[src/rtl/chan_mux_rr.sv]
// Registered N-channel word mux with valid/ready inputs: fixed select or round-robin arbitration.
// Optional out_par (registered ^out_data) is present when CHAN_MUX_PARITY_EN is defined.
module chan_mux_rr #(
  parameter int unsigned WIDTH = 32,
  parameter int unsigned NCH   = 3,
  parameter int unsigned SELW  = 2
) (
  input  logic                 clk,
  input  logic                 reset,
  input  logic                 mode,
  input  logic [SELW-1:0]      sel,
  input  logic [NCH-1:0]       in_valid,
  input  logic [NCH*WIDTH-1:0] in_data,
  output logic [NCH-1:0]       in_ready,
  output logic                 out_valid,
  output logic [WIDTH-1:0]     out_data,
  output logic [SELW-1:0]      out_ch,
`ifdef CHAN_MUX_PARITY_EN
  output logic                 out_par,
`endif
  input  logic                 out_ready
);

  logic              out_valid_q;
  logic [WIDTH-1:0]  out_data_q;
  logic [SELW-1:0]   out_ch_q;
  logic [SELW-1:0]   ptr_q;
  logic              can_load;
  logic              xfer;

  logic              fix_valid;
  logic [SELW-1:0]   fix_gnt;
  logic              rr_valid;
  logic [SELW-1:0]   rr_gnt;
  logic [2*NCH-1:0]  rr_dbl;
  logic [NCH-1:0]    rr_rot;
  int                rr_off;
  int                rr_idx;

  logic              gnt_valid;
  logic [SELW-1:0]   gnt;
  logic [WIDTH-1:0]  gnt_word;

  assign can_load = !out_valid_q || out_ready;

  // Fixed mode: an out-of-range sel simply matches no channel.
  always_comb begin
    fix_valid = 1'b0;
    fix_gnt   = '0;
    for (int i = 0; i < int'(NCH); i++) begin
      if (sel == SELW'(i) && in_valid[i]) begin
        fix_valid = 1'b1;
        fix_gnt   = SELW'(i);
      end
    end
  end

  // Rotate so bit 0 is channel ptr+1; the lowest set bit is the round-robin winner.
  assign rr_dbl = {in_valid, in_valid} >> (ptr_q + 1'b1);
  assign rr_rot = rr_dbl[NCH-1:0];

  always_comb begin
    rr_valid = 1'b0;
    rr_off   = 0;
    for (int i = int'(NCH) - 1; i >= 0; i--) begin
      if (rr_rot[i]) begin
        rr_valid = 1'b1;
        rr_off   = i;
      end
    end
    rr_idx = int'(ptr_q) + 1 + rr_off;
    if (rr_idx >= int'(NCH)) begin
      rr_idx = rr_idx - int'(NCH);
    end
    rr_gnt = SELW'(rr_idx);
  end

  assign gnt_valid = mode ? rr_valid : fix_valid;
  assign gnt       = mode ? rr_gnt   : fix_gnt;

  always_comb begin
    gnt_word = '0;
    for (int i = 0; i < int'(NCH); i++) begin
      if (gnt == SELW'(i)) begin
        gnt_word = in_data[i*WIDTH +: WIDTH];
      end
    end
  end

  always_comb begin
    in_ready = '0;
    for (int i = 0; i < int'(NCH); i++) begin
      in_ready[i] = can_load && gnt_valid && !reset && (gnt == SELW'(i));
    end
  end

  assign xfer = can_load && gnt_valid && !reset;

  always_ff @(posedge clk) begin
    if (reset) begin
      out_valid_q <= 1'b0;
      out_data_q  <= '0;
      out_ch_q    <= '0;
      ptr_q       <= SELW'(NCH - 1);
    end else if (xfer) begin
      out_valid_q <= 1'b1;
      out_data_q  <= gnt_word;
      out_ch_q    <= gnt;
      if (mode) begin
        ptr_q <= gnt;
      end
    end else if (out_ready) begin
      out_valid_q <= 1'b0;
    end
  end

`ifdef CHAN_MUX_PARITY_EN
  logic out_par_q;

  always_ff @(posedge clk) begin
    if (reset) begin
      out_par_q <= 1'b0;
    end else if (xfer) begin
      out_par_q <= ^gnt_word;
    end
  end

  assign out_par = out_par_q;
`endif

  assign out_valid = out_valid_q;
  assign out_data  = out_data_q;
  assign out_ch    = out_ch_q;

`ifndef SYNTHESIS
  a_ready_onehot : assert property (@(posedge clk) $onehot0(in_ready));
  a_stall_hold : assert property (@(posedge clk) disable iff (reset)
    (out_valid && !out_ready) |=> (out_valid && $stable(out_data) && $stable(out_ch)));
`endif

endmodule
[config.mk]
export PLATFORM = sky130hd
export DESIGN_NAME = chan_mux_rr
export DESIGN_NICKNAME = d
export VERILOG_FILES = /design/src/rtl/chan_mux_rr.sv
export SDC_FILE = /design/constraint.sdc
export NUM_CORES = 1
export LEC_CHECK = 0
export BUFFER_PORTS_ARGS = -buffer_cell sky130_fd_sc_hd__buf_4
export CAP_MARGIN = 40
export CELL_PAD_IN_SITES_DETAIL_PLACEMENT = 0
export CELL_PAD_IN_SITES_GLOBAL_PLACEMENT = 2
export CORE_ASPECT_RATIO = 1.75
export CORE_MARGIN = 3
export CORE_UTILIZATION = 24
export CTS_CLUSTER_DIAMETER = 80
export DETAILED_ROUTE_END_ITERATION = 8
export HOLD_SLACK_MARGIN = 0.05
export PLACE_DENSITY = 0.82
export SLEW_MARGIN = 20
export SYNTH_ARGS = -nofsm -noshare
export SYNTH_HDL_FRONTEND = slang
export SYNTH_SLANG_ARGS = --single-unit
export TNS_END_PERCENT = 20
[constraint.sdc]
create_clock -name clk -period 5.67 [get_ports clk]
set_clock_uncertainty 0.05 [all_clocks]
set_input_delay 1.134 -clock clk [delete_from_list [all_inputs] [get_ports clk]]
set_output_delay 1.134 -clock clk [all_outputs]
set_load 0.1 [all_outputs]
==> results.ini, run 1 <==
[floorplan]
die_area_um2=11280
die_width_um=81.59
dieHeight_um=138.3
core_um2=9585
floorplan.io_pins=143
floorplan.initialDensity=0.2504
floorplan.rows=47

[yosys]
sequential_element_share_of_the_synthesized_area=0.3087
ys_types=47
post-synth-top-area-fraction=0.3087
synthFlopType=dfxtp_1
most_numerous_cell_types_in_the_synthesized_netlist=37 x dfxtp_1, 33 x mux2i_1, 31 x inv_1
synth_async_sr_flop_share=0
number_of_flops_mapped_to_enable_cells_by_yosys=0
yosys-top-cells-area=dfxtp_1 31%, mux2i_1 14%, o221ai_2 12%
synthesis.nets=363
most_instantiated_library_cell_after_synthesis=dfxtp_1
post_synth_instance_area_um2=2400
post-synth-top-area-cell=dfxtp_1
postSynthCellCount=253
avgSynthCellArea_um2=9.485
synth_warnings=0
synth_seq_cells=37

[detailed_routing]
routed_wl_mm=8.158
viasPerCell=4.744
count_of_unresolved_drc_violations_after_routing=0
vias=2443
wire_per_inst_um=15.84
route.antenna.remaining_nets=0
drt_pass1_iterations=4
detailedRoute.firstIterationViolations=42

[grt]
groute.usage.overall=0.1402
vias_in_the_first_global_route=2437
first_pass_grt_wire_length_mm=12.33
gr-total-overflow=0
antenna_found_initial=0
largest_net_degree_at_the_start_of_global_routing=25

[setup_path]
critPathKind=in -> out
critPathMaxFanout=6
timing.critical_path.to_type=output port
r2r.worst_path.cells=15
worst-endpoint-arrival_ns=4.21
reg2reg_from=ptr_q[0]$_SDFFE_PP0P_
data_required_time_at_the_worst_endpoint_ns=4.49
timing.critical_path.from_type=input port
reg2reg_slack_ns=1.53
timing.rr.end=out_data[15]$_SDFFE_PP0P_

[cts]
cts_hold_repair.buffers=0
cts.htree.levels=2
post_cts_buffers=0
root_buffer=clkbuf_16
cts.repair.resized=0
reg_clk_slew_reported_paths_ns=0.06
cts-buffers-inserted=5
num_clock_sinks=37
worstSkewPairLatency_ns=0.28
cts_tree=yes
clock_path_buffers=2

[sta]
fraction_of_the_cycle_the_final_worst_path_needs=0.9507
timing.final.crit_period_ns=5.390
final_hold_violating_endpoints=0
slew_viol_final=0
grt_setup_unrepaired=no
maximum_achievable_frequency_ghz=0.1855
max-slew-margin-rel=0.5609
worst_pin_slew_ns=0.6562
finalSetupViolCount=0

[place]
dp_hpwl_mm=6.563
dpl.cell_count=507
placed_cell_area_um2=3572
gp_weighted_congestion=0.7882
buffer_ports.inserted=142

[final_layout]
ff_latch_area_um2=740.7
net_count_final=502
antennaDiodeCount=0
multi_input_comb_area_um2=1436
fraction_of_final_layout_cells_sized_beyond_drive_strength_1=0.4707
post-route-cell-area_um2=3711
fill_cells=984
post_layout_nonfiller_instances=515
area_growth_syn_to_layout_pct=54.64
fin_util=0.3872

[run]
drv.max_cap_violation_count=0

[power_and_ir_drop]
max-vdd-ir-drop_mv=0.1836
fin_total_pwr_w=0.002018
cellLeakagePower_nw=1.864
pwr_density_cell_nw_per_um2=543.8

[worst_hold_path]
holdCritStartpoint=out_data[26]$_SDFFE_PP0P_
hold_path.class=reg -> reg
whs_endpoint=out_data[26]$_SDFFE_PP0P_
min_path_cells=2

[outcome]
run_status=finished clean

==> worst max-delay path, cell delays in order <==
cell      delay [ns]
buf_4           0.11
inv_1           0.06
o311a_1         0.34
a21oi_1         0.14
ha_1            0.18
inv_1           0.05
fa_1            0.46
inv_1           0.10
ha_1            0.25
nor2_1          0.09
a31oi_1         0.30
o311ai_2        0.17
or3_1           0.43
nor2_4          0.09
buf_4           0.29
==> cell families (layout without fill, tap and decap cells) <==
kind of cell,Yosys count,after routing,synth area share
compound gates,68,68,0.2805
flops,37,37,0.3087
mux,33,33,0.1376
buf+inv,49,189,0.1053
simple gates,61,61,0.1387
fa+ha+maj,5,5,0.02920
==> sequential cells by signal, summed over array words and instances, names as in the netlist <==
name       flops
out_data      32
out_ch         2
ptr_q          2
out_valid      1
==> routing by layer <==
layer / wire length (um) / track usage
met3: 787 / 0.03320
met4: 144 / 0.04904
met2: 4167 / 0.2532
met1: 3059 / 0.1542
met5: 0 / 0
==> layout make-up <==
type	count	area share
clock buffers	6	0.03473
clock inverters	2	0.002697
inverters	31	0.03136
multi-input cells	167	0.3871
flip-flops and latches	37	0.1996
well taps	122	0.04113
repair buffers	150	0.3034
==> how the worst max path moves through the flow <==
stage	from	endpoint	slack, ns	cells after the start
5_1_grt	in_valid[1]	in_ready[1]	0.03	15
4_1_cts	in_valid[1]	in_ready[1]	0.29	15
3_3_place_gp	in_valid[1]	in_ready[1]	0.39	15
2_1_floorplan	in_valid[1]	in_ready[0]	-0.03	14
6_report	in_valid[1]	in_ready[1]	0.28	15
3_5_place_dp	in_valid[1]	in_ready[1]	0.28	15
==> power breakdown <==
group	internal [W]	switching (W)	total, W
sequential	0.000345	0.0000430	0.000388
combinational	0.000382	0.000979	0.00136
clock	0.000161	0.000107	0.000269
total	0.000888	0.00113	0.00202
==> stage by stage <==
step	setup WS (ns)	setup TNS, ns	hold WS [ns]
floorplan	-0.03158	-0.03158	0.3897
global placement	0.3911	0	0.3957
detailed placement	0.2795	0	0.4008
CTS	0.2867	0	0.4169
global route	0.02891	0	0.4449
finish	0.2798	0	0.4129
==> placed cells by master (no fill, tap or decap), drive strengths merged, types with 4 or more instances in the layout <==
cell / instances
o21bai: 8
inv: 31
a221oi: 8
nor2: 8
ha: 4
dfxtp: 37
nand2: 29
buf: 150
o221ai: 24
nand3: 4
a21oi: 12
mux2i: 33
clkbuf: 6
No activity file was read; power rests on OpenSTA's default activity.
==> run 2: changes to the inputs <==
--- a/config.mk
+++ b/config.mk
@@ -15,7 +15,7 @@
 export CTS_CLUSTER_DIAMETER = 80
 export DETAILED_ROUTE_END_ITERATION = 8
 export HOLD_SLACK_MARGIN = 0.05
-export PLACE_DENSITY = 0.82
+export PLACE_DENSITY_LB_ADDON = 0.05
 export SLEW_MARGIN = 20
 export SYNTH_ARGS = -nofsm -noshare
 export SYNTH_HDL_FRONTEND = slang
==> results.ini, run 2 (synthesis results as in run 1) <==
[outcome]
run_status=finished clean

[worst_hold_path]
whs_endpoint=out_data[12]$_SDFFE_PP0P_
hold_path.class=reg -> reg
holdCritStartpoint=out_data[12]$_SDFFE_PP0P_
min_path_cells=2

[sta]
finalSetupViolCount=0
fin_hold_ws_ns=0.4123
max-slew-margin-rel=0.5605
fraction_of_the_cycle_the_final_worst_path_needs=0.9539
grt_setup_unrepaired=no
slew_viol_final=0
maximum_achievable_frequency_ghz=0.1849
worst_pin_slew_ns=0.6569
final_hold_violating_endpoints=0
timing.final.crit_period_ns=5.409
finalSetupTns_ns=0
final_critical_path_setup_slack_ns=0.2615

[cts]
post_cts_buffers=0
worstSkewPairLatency_ns=0.28
cts.repair.resized=0
num_clock_sinks=37
cts-buffers-inserted=5
cts_hold_repair.buffers=0
clock_path_buffers=2
cts.htree.levels=2
root_buffer=clkbuf_16
cts_tree=yes
reg_clk_slew_reported_paths_ns=0.05

[final_layout]
mostFrequentLayoutCells=150 x buf_4, 37 x dfxtp_1, 33 x mux2i_1, 31 x inv_1, 29 x nand2_1
antennaDiodeCount=0
largest_reg_flops=32
most_common_library_cell_in_the_layout_ignoring_fill_and_taps=buf_4
fraction_of_final_layout_cells_sized_beyond_drive_strength_1=0.4707
fin_util=0.3907
post_layout_nonfiller_instances=515
area_growth_syn_to_layout_pct=56.05
net_count_final=502

[run]
drv.max_cap_violation_count=0

[power_and_ir_drop]
pwr_density_cell_nw_per_um2=558.6
cellLeakagePower_nw=1.878
max-vdd-ir-drop_mv=0.2405

[grt]
antenna_found_initial=0
gr-total-overflow=0
largest_net_degree_at_the_start_of_global_routing=25
vias_in_the_first_global_route=2386
first_pass_grt_wire_length_mm=13.10
groute.usage.overall=0.1530

[detailed_routing]
wire_per_inst_um=16.85
viasPerCell=4.637
vias=2388
route.antenna.remaining_nets=0
detailedRoute.firstIterationViolations=54
count_of_unresolved_drc_violations_after_routing=0
routed_wl_mm=8.679
drt_pass1_iterations=4

[place]
place_ws_ns=0.2452
dp_hpwl_mm=6.800
buffer_ports.inserted=142
gp_weighted_congestion=0.6984
dpl.cell_count=507

[setup_path]
critPathKind=in -> out
critPathMaxFanout=10
data_required_time_at_the_worst_endpoint_ns=4.49
worst-endpoint-arrival_ns=4.22
reg2reg_from=ptr_q[0]$_SDFFE_PP0P_
timing.critical_path.to_type=output port
timing.critical_path.from_type=input port
reg2reg_slack_ns=1.50
r2r.worst_path.cells=15
timing.rr.end=out_data[13]$_SDFFE_PP0P_

[floorplan]
floorplan.rows=47
die_area_um2=11280
floorplan.initialDensity=0.2504
dieHeight_um=138.3
core_um2=9585
die_width_um=81.59
floorplan.io_pins=143

run 2: changes by cell type in the layout (fill, tap and decap cells not counted):
cell       before  now
clkinv_2        2    0
bufinv_16       0    1
clkbuf_8        0    1
run 2: worst max path at each step:
stage | startpoint | to | slack (ns) | depth (start not counted)
floorplan | in_valid[1] | in_ready[0] | -0.03 | 14
detailed placement | in_valid[1] | in_ready[0] | 0.25 | 15
CTS | in_valid[1] | in_ready[0] | 0.25 | 15
finish | in_valid[1] | in_ready[0] | 0.26 | 15
global route | in_valid[1] | in_ready[0] | 0.06 | 16
global placement | in_valid[1] | in_ready[0] | 0.31 | 15
run 2: layer usage:
metal / routed length [um] / global-route usage / up-vias
met5: 0 / 0 / -
met4: 133 / 0.04816 / 0
met3: 636 / 0.03385 / 7
met2: 4728 / 0.2790 / 82
met1: 3181 / 0.1697 / 1094
li1: - / - / 1205
run 2: layout make-up:
class                      instances  area [um^2]
tap                              122        152.6
clock inverter                     1        30.03
inverter                          31        116.4
sequential                        37        740.7
clock buffer                       7        142.6
multi-input combinational        167         1436
fill                             997         5841
timing repair buffer             150         1126
run 2: metrics by stage:
stage	power [W]	instance area, um^2
after floorplan	0.001487	2425
after global placement	0.001769	3572
after detailed placement	0.001784	3572
after CTS	0.002126	3745
after global routing	0.002201	3745
final	0.002092	3745
run 2: critical path, cell delays in order:
cell and delay (ns):
buf_4 0.11, inv_1 0.06, o311a_1 0.34, a21oi_1 0.12, ha_1 0.17, inv_1 0.05
fa_1 0.47, inv_1 0.10, ha_1 0.25, nor2_1 0.09, a31oi_1 0.30, o311ai_2 0.18
buf_4 0.23, nor4bb_4 0.28, buf_4 0.33
run 2: where the power goes:
group	switching, W	internal (W)	leakage (nW)	total (W)
combinational	0.000989	0.000383	1.49	0.00137
sequential	0.0000443	0.000345	0.306	0.000389
clock	0.000111	0.000220	0.0841	0.000331
==> run 3: changes to the inputs <==
--- a/config.mk
+++ b/config.mk
@@ -9,7 +9,6 @@
 export CAP_MARGIN = 40
 export CELL_PAD_IN_SITES_DETAIL_PLACEMENT = 0
 export CELL_PAD_IN_SITES_GLOBAL_PLACEMENT = 2
-export CORE_ASPECT_RATIO = 1.75
 export CORE_MARGIN = 3
 export CORE_UTILIZATION = 24
 export CTS_CLUSTER_DIAMETER = 80
==> results.ini, run 3 (synthesis results as in run 1) <==
[setup_path]
r2r.worst_path.cells=15
cp_top_family=compound AO/OA/AOI/OAI gates
timing.critical_path.mode_cell=inv_1
critPathKind=in -> out
cp_num_buf_inv=5
crit_path_cell_trace=buf_4 > inv_1 > o311a_1 > a21oi_1 > ha_1 > inv_1 > fa_1 > inv_1 > ha_1 > nor2_1 > a31oi_1 > o311ai_2 > or3_1 > nor2_4 > buf_4
critPathMaxFanout=6
critical-path-slowest-cell=fa_1
timing.critical_path.to_type=output port
timing.rr.end=out_data[15]$_SDFFE_PP0P_
reg2reg_slack_ns=1.50
timing.critical_path.from_type=input port
reg2reg_from=ptr_q[0]$_SDFFE_PP0P_
data_required_time_at_the_worst_endpoint_ns=4.49
crit_path_max_incr_delay_ns=0.47
worst-endpoint-arrival_ns=4.21

[final_layout]
fraction_of_final_layout_cells_sized_beyond_drive_strength_1=0.4707
net_count_final=502
antennaDiodeCount=0
largest_reg_flops=32
most_common_library_cell_in_the_layout_ignoring_fill_and_taps=buf_4
fin_util=0.3909
fill_cells=993
mostFrequentLayoutCells=150 x buf_4, 37 x dfxtp_1, 33 x mux2i_1, 31 x inv_1, 29 x nand2_1
area_growth_syn_to_layout_pct=54.07

[grt]
vias_in_the_first_global_route=2395
groute.usage.overall=0.1446
antenna_found_initial=0
gr-total-overflow=0
largest_net_degree_at_the_start_of_global_routing=25
first_pass_grt_wire_length_mm=12.92

[place]
gp_weighted_congestion=0.7583
buffer_ports.inserted=142
dp_hpwl_mm=6.196

[detailed_routing]
routed_wl_mm=8.181
count_of_unresolved_drc_violations_after_routing=0
viasPerCell=4.680
wire_per_inst_um=15.67
route.antenna.remaining_nets=0
drt_pass1_iterations=4
vias=2443
detailedRoute.firstIterationViolations=59

[worst_hold_path]
whs_endpoint=out_data[1]$_SDFFE_PP0P_
holdCritStartpoint=out_data[1]$_SDFFE_PP0P_
min_path_cells=2
hold_path.class=reg -> reg

[floorplan]
core_um2=9459
dieHeight_um=106.0
floorplan.io_pins=143
die_area_um2=11230
floorplan.initialDensity=0.2537
die_width_um=106.0
floorplan.rows=35

[sta]
final_hold_violating_endpoints=0
fin_hold_ws_ns=0.4185
worst_pin_slew_ns=0.6810
timing.final.crit_period_ns=5.398
maximum_achievable_frequency_ghz=0.1852
fraction_of_the_cycle_the_final_worst_path_needs=0.9521
slew_viol_final=0
finalSetupViolCount=0
grt_setup_unrepaired=no
max-slew-margin-rel=0.5443

[cts]
cts_tree=yes
root_buffer=clkbuf_8
worstSkewPairLatency_ns=0.29
num_clock_sinks=37
clock_path_buffers=2
reg_clk_slew_reported_paths_ns=0.08
post_cts_buffers=0
cts.htree.levels=2
cts-buffers-inserted=5
cts.repair.resized=0
cts_hold_repair.buffers=0

[run]
drv.max_cap_violation_count=0

[power_and_ir_drop]
max-vdd-ir-drop_mv=0.2321
cellLeakagePower_nw=1.852
pwr_density_cell_nw_per_um2=540.6

[outcome]
run_status=finished clean

[run 3: cell counts in the layout (fill, tap and decap cells not counted)]
No cell type changed its count.
[run 3: report_power, final]
part	leakage, nW	switching, W	internal, W	total [W]
clock	0.0585	0.000101	0.000144	0.000245
sequential	0.306	0.0000429	0.000344	0.000387
combinational	1.49	0.000984	0.000382	0.00137
[run 3: layout make-up]
| type | count | area (um^2) | area share |
|---|---|---|---|
| multi-input cells | 167 | 1436 | 0.3885 |
| repair buffers | 150 | 1126 | 0.3046 |
| flip-flops and latches | 37 | 740.7 | 0.2003 |
| well taps | 129 | 161.4 | 0.04365 |
| inverters | 31 | 116.4 | 0.03147 |
| clock buffers | 7 | 86.33 | 0.02335 |
| clock inverters | 1 | 30.03 | 0.008122 |
[run 3: worst max path at each step]
stage	cells past startpoint	end	slack (ns)	start
global route	15	in_ready[1]	0.05	in_valid[1]
floorplan	14	in_ready[0]	-0.03	in_valid[1]
global placement	15	in_ready[1]	0.35	in_valid[1]
CTS	15	in_ready[1]	0.28	in_valid[1]
detailed placement	15	in_ready[1]	0.28	in_valid[1]
finish	15	in_ready[1]	0.27	in_valid[1]
[run 3: per-stage QoR]
step	setup slack (ns)	setup TNS, ns	total power (W)	instance area, um^2	cells
2_1_floorplan	-0.03158	-0.03158	0.001487	2425	253
4_1_cts	0.2807	0	0.002020	3697	522
3_5_place_dp	0.2845	0	0.001770	3581	514
5_1_grt	0.05093	0	0.002110	3697	522
6_report	0.2717	0	0.001999	3697	522
3_3_place_gp	0.3514	0	0.001764	3581	514
[run 3: per-layer routing]
metal / track usage / part of all wire / routed length (um) / vias to the layer above
li1: - / - / - / 1209
met1: 0.1910 / 0.46 / 3765 / 1139
met2: 0.2313 / 0.46 / 3745 / 85
met3: 0.03825 / 0.069 / 563 / 10
met4: 0.04255 / 0.013 / 107 / 0
met5: 0 / 0 / 0 / -
[run 3: worst reg2reg max path: stages, from the launching register on]
cell and delay [ns]:
dfxtp_1 0.37, ha_1 0.45, inv_1 0.14, o311a_1 0.31, a21oi_1 0.13, ha_1 0.18, inv_1 0.05, fa_1 0.47
inv_1 0.10, ha_1 0.25, nor2_1 0.09, a31oi_1 0.29, o311ai_2 0.17, buf_4 0.23, nor2_1 0.55, a221oi_1 0.20
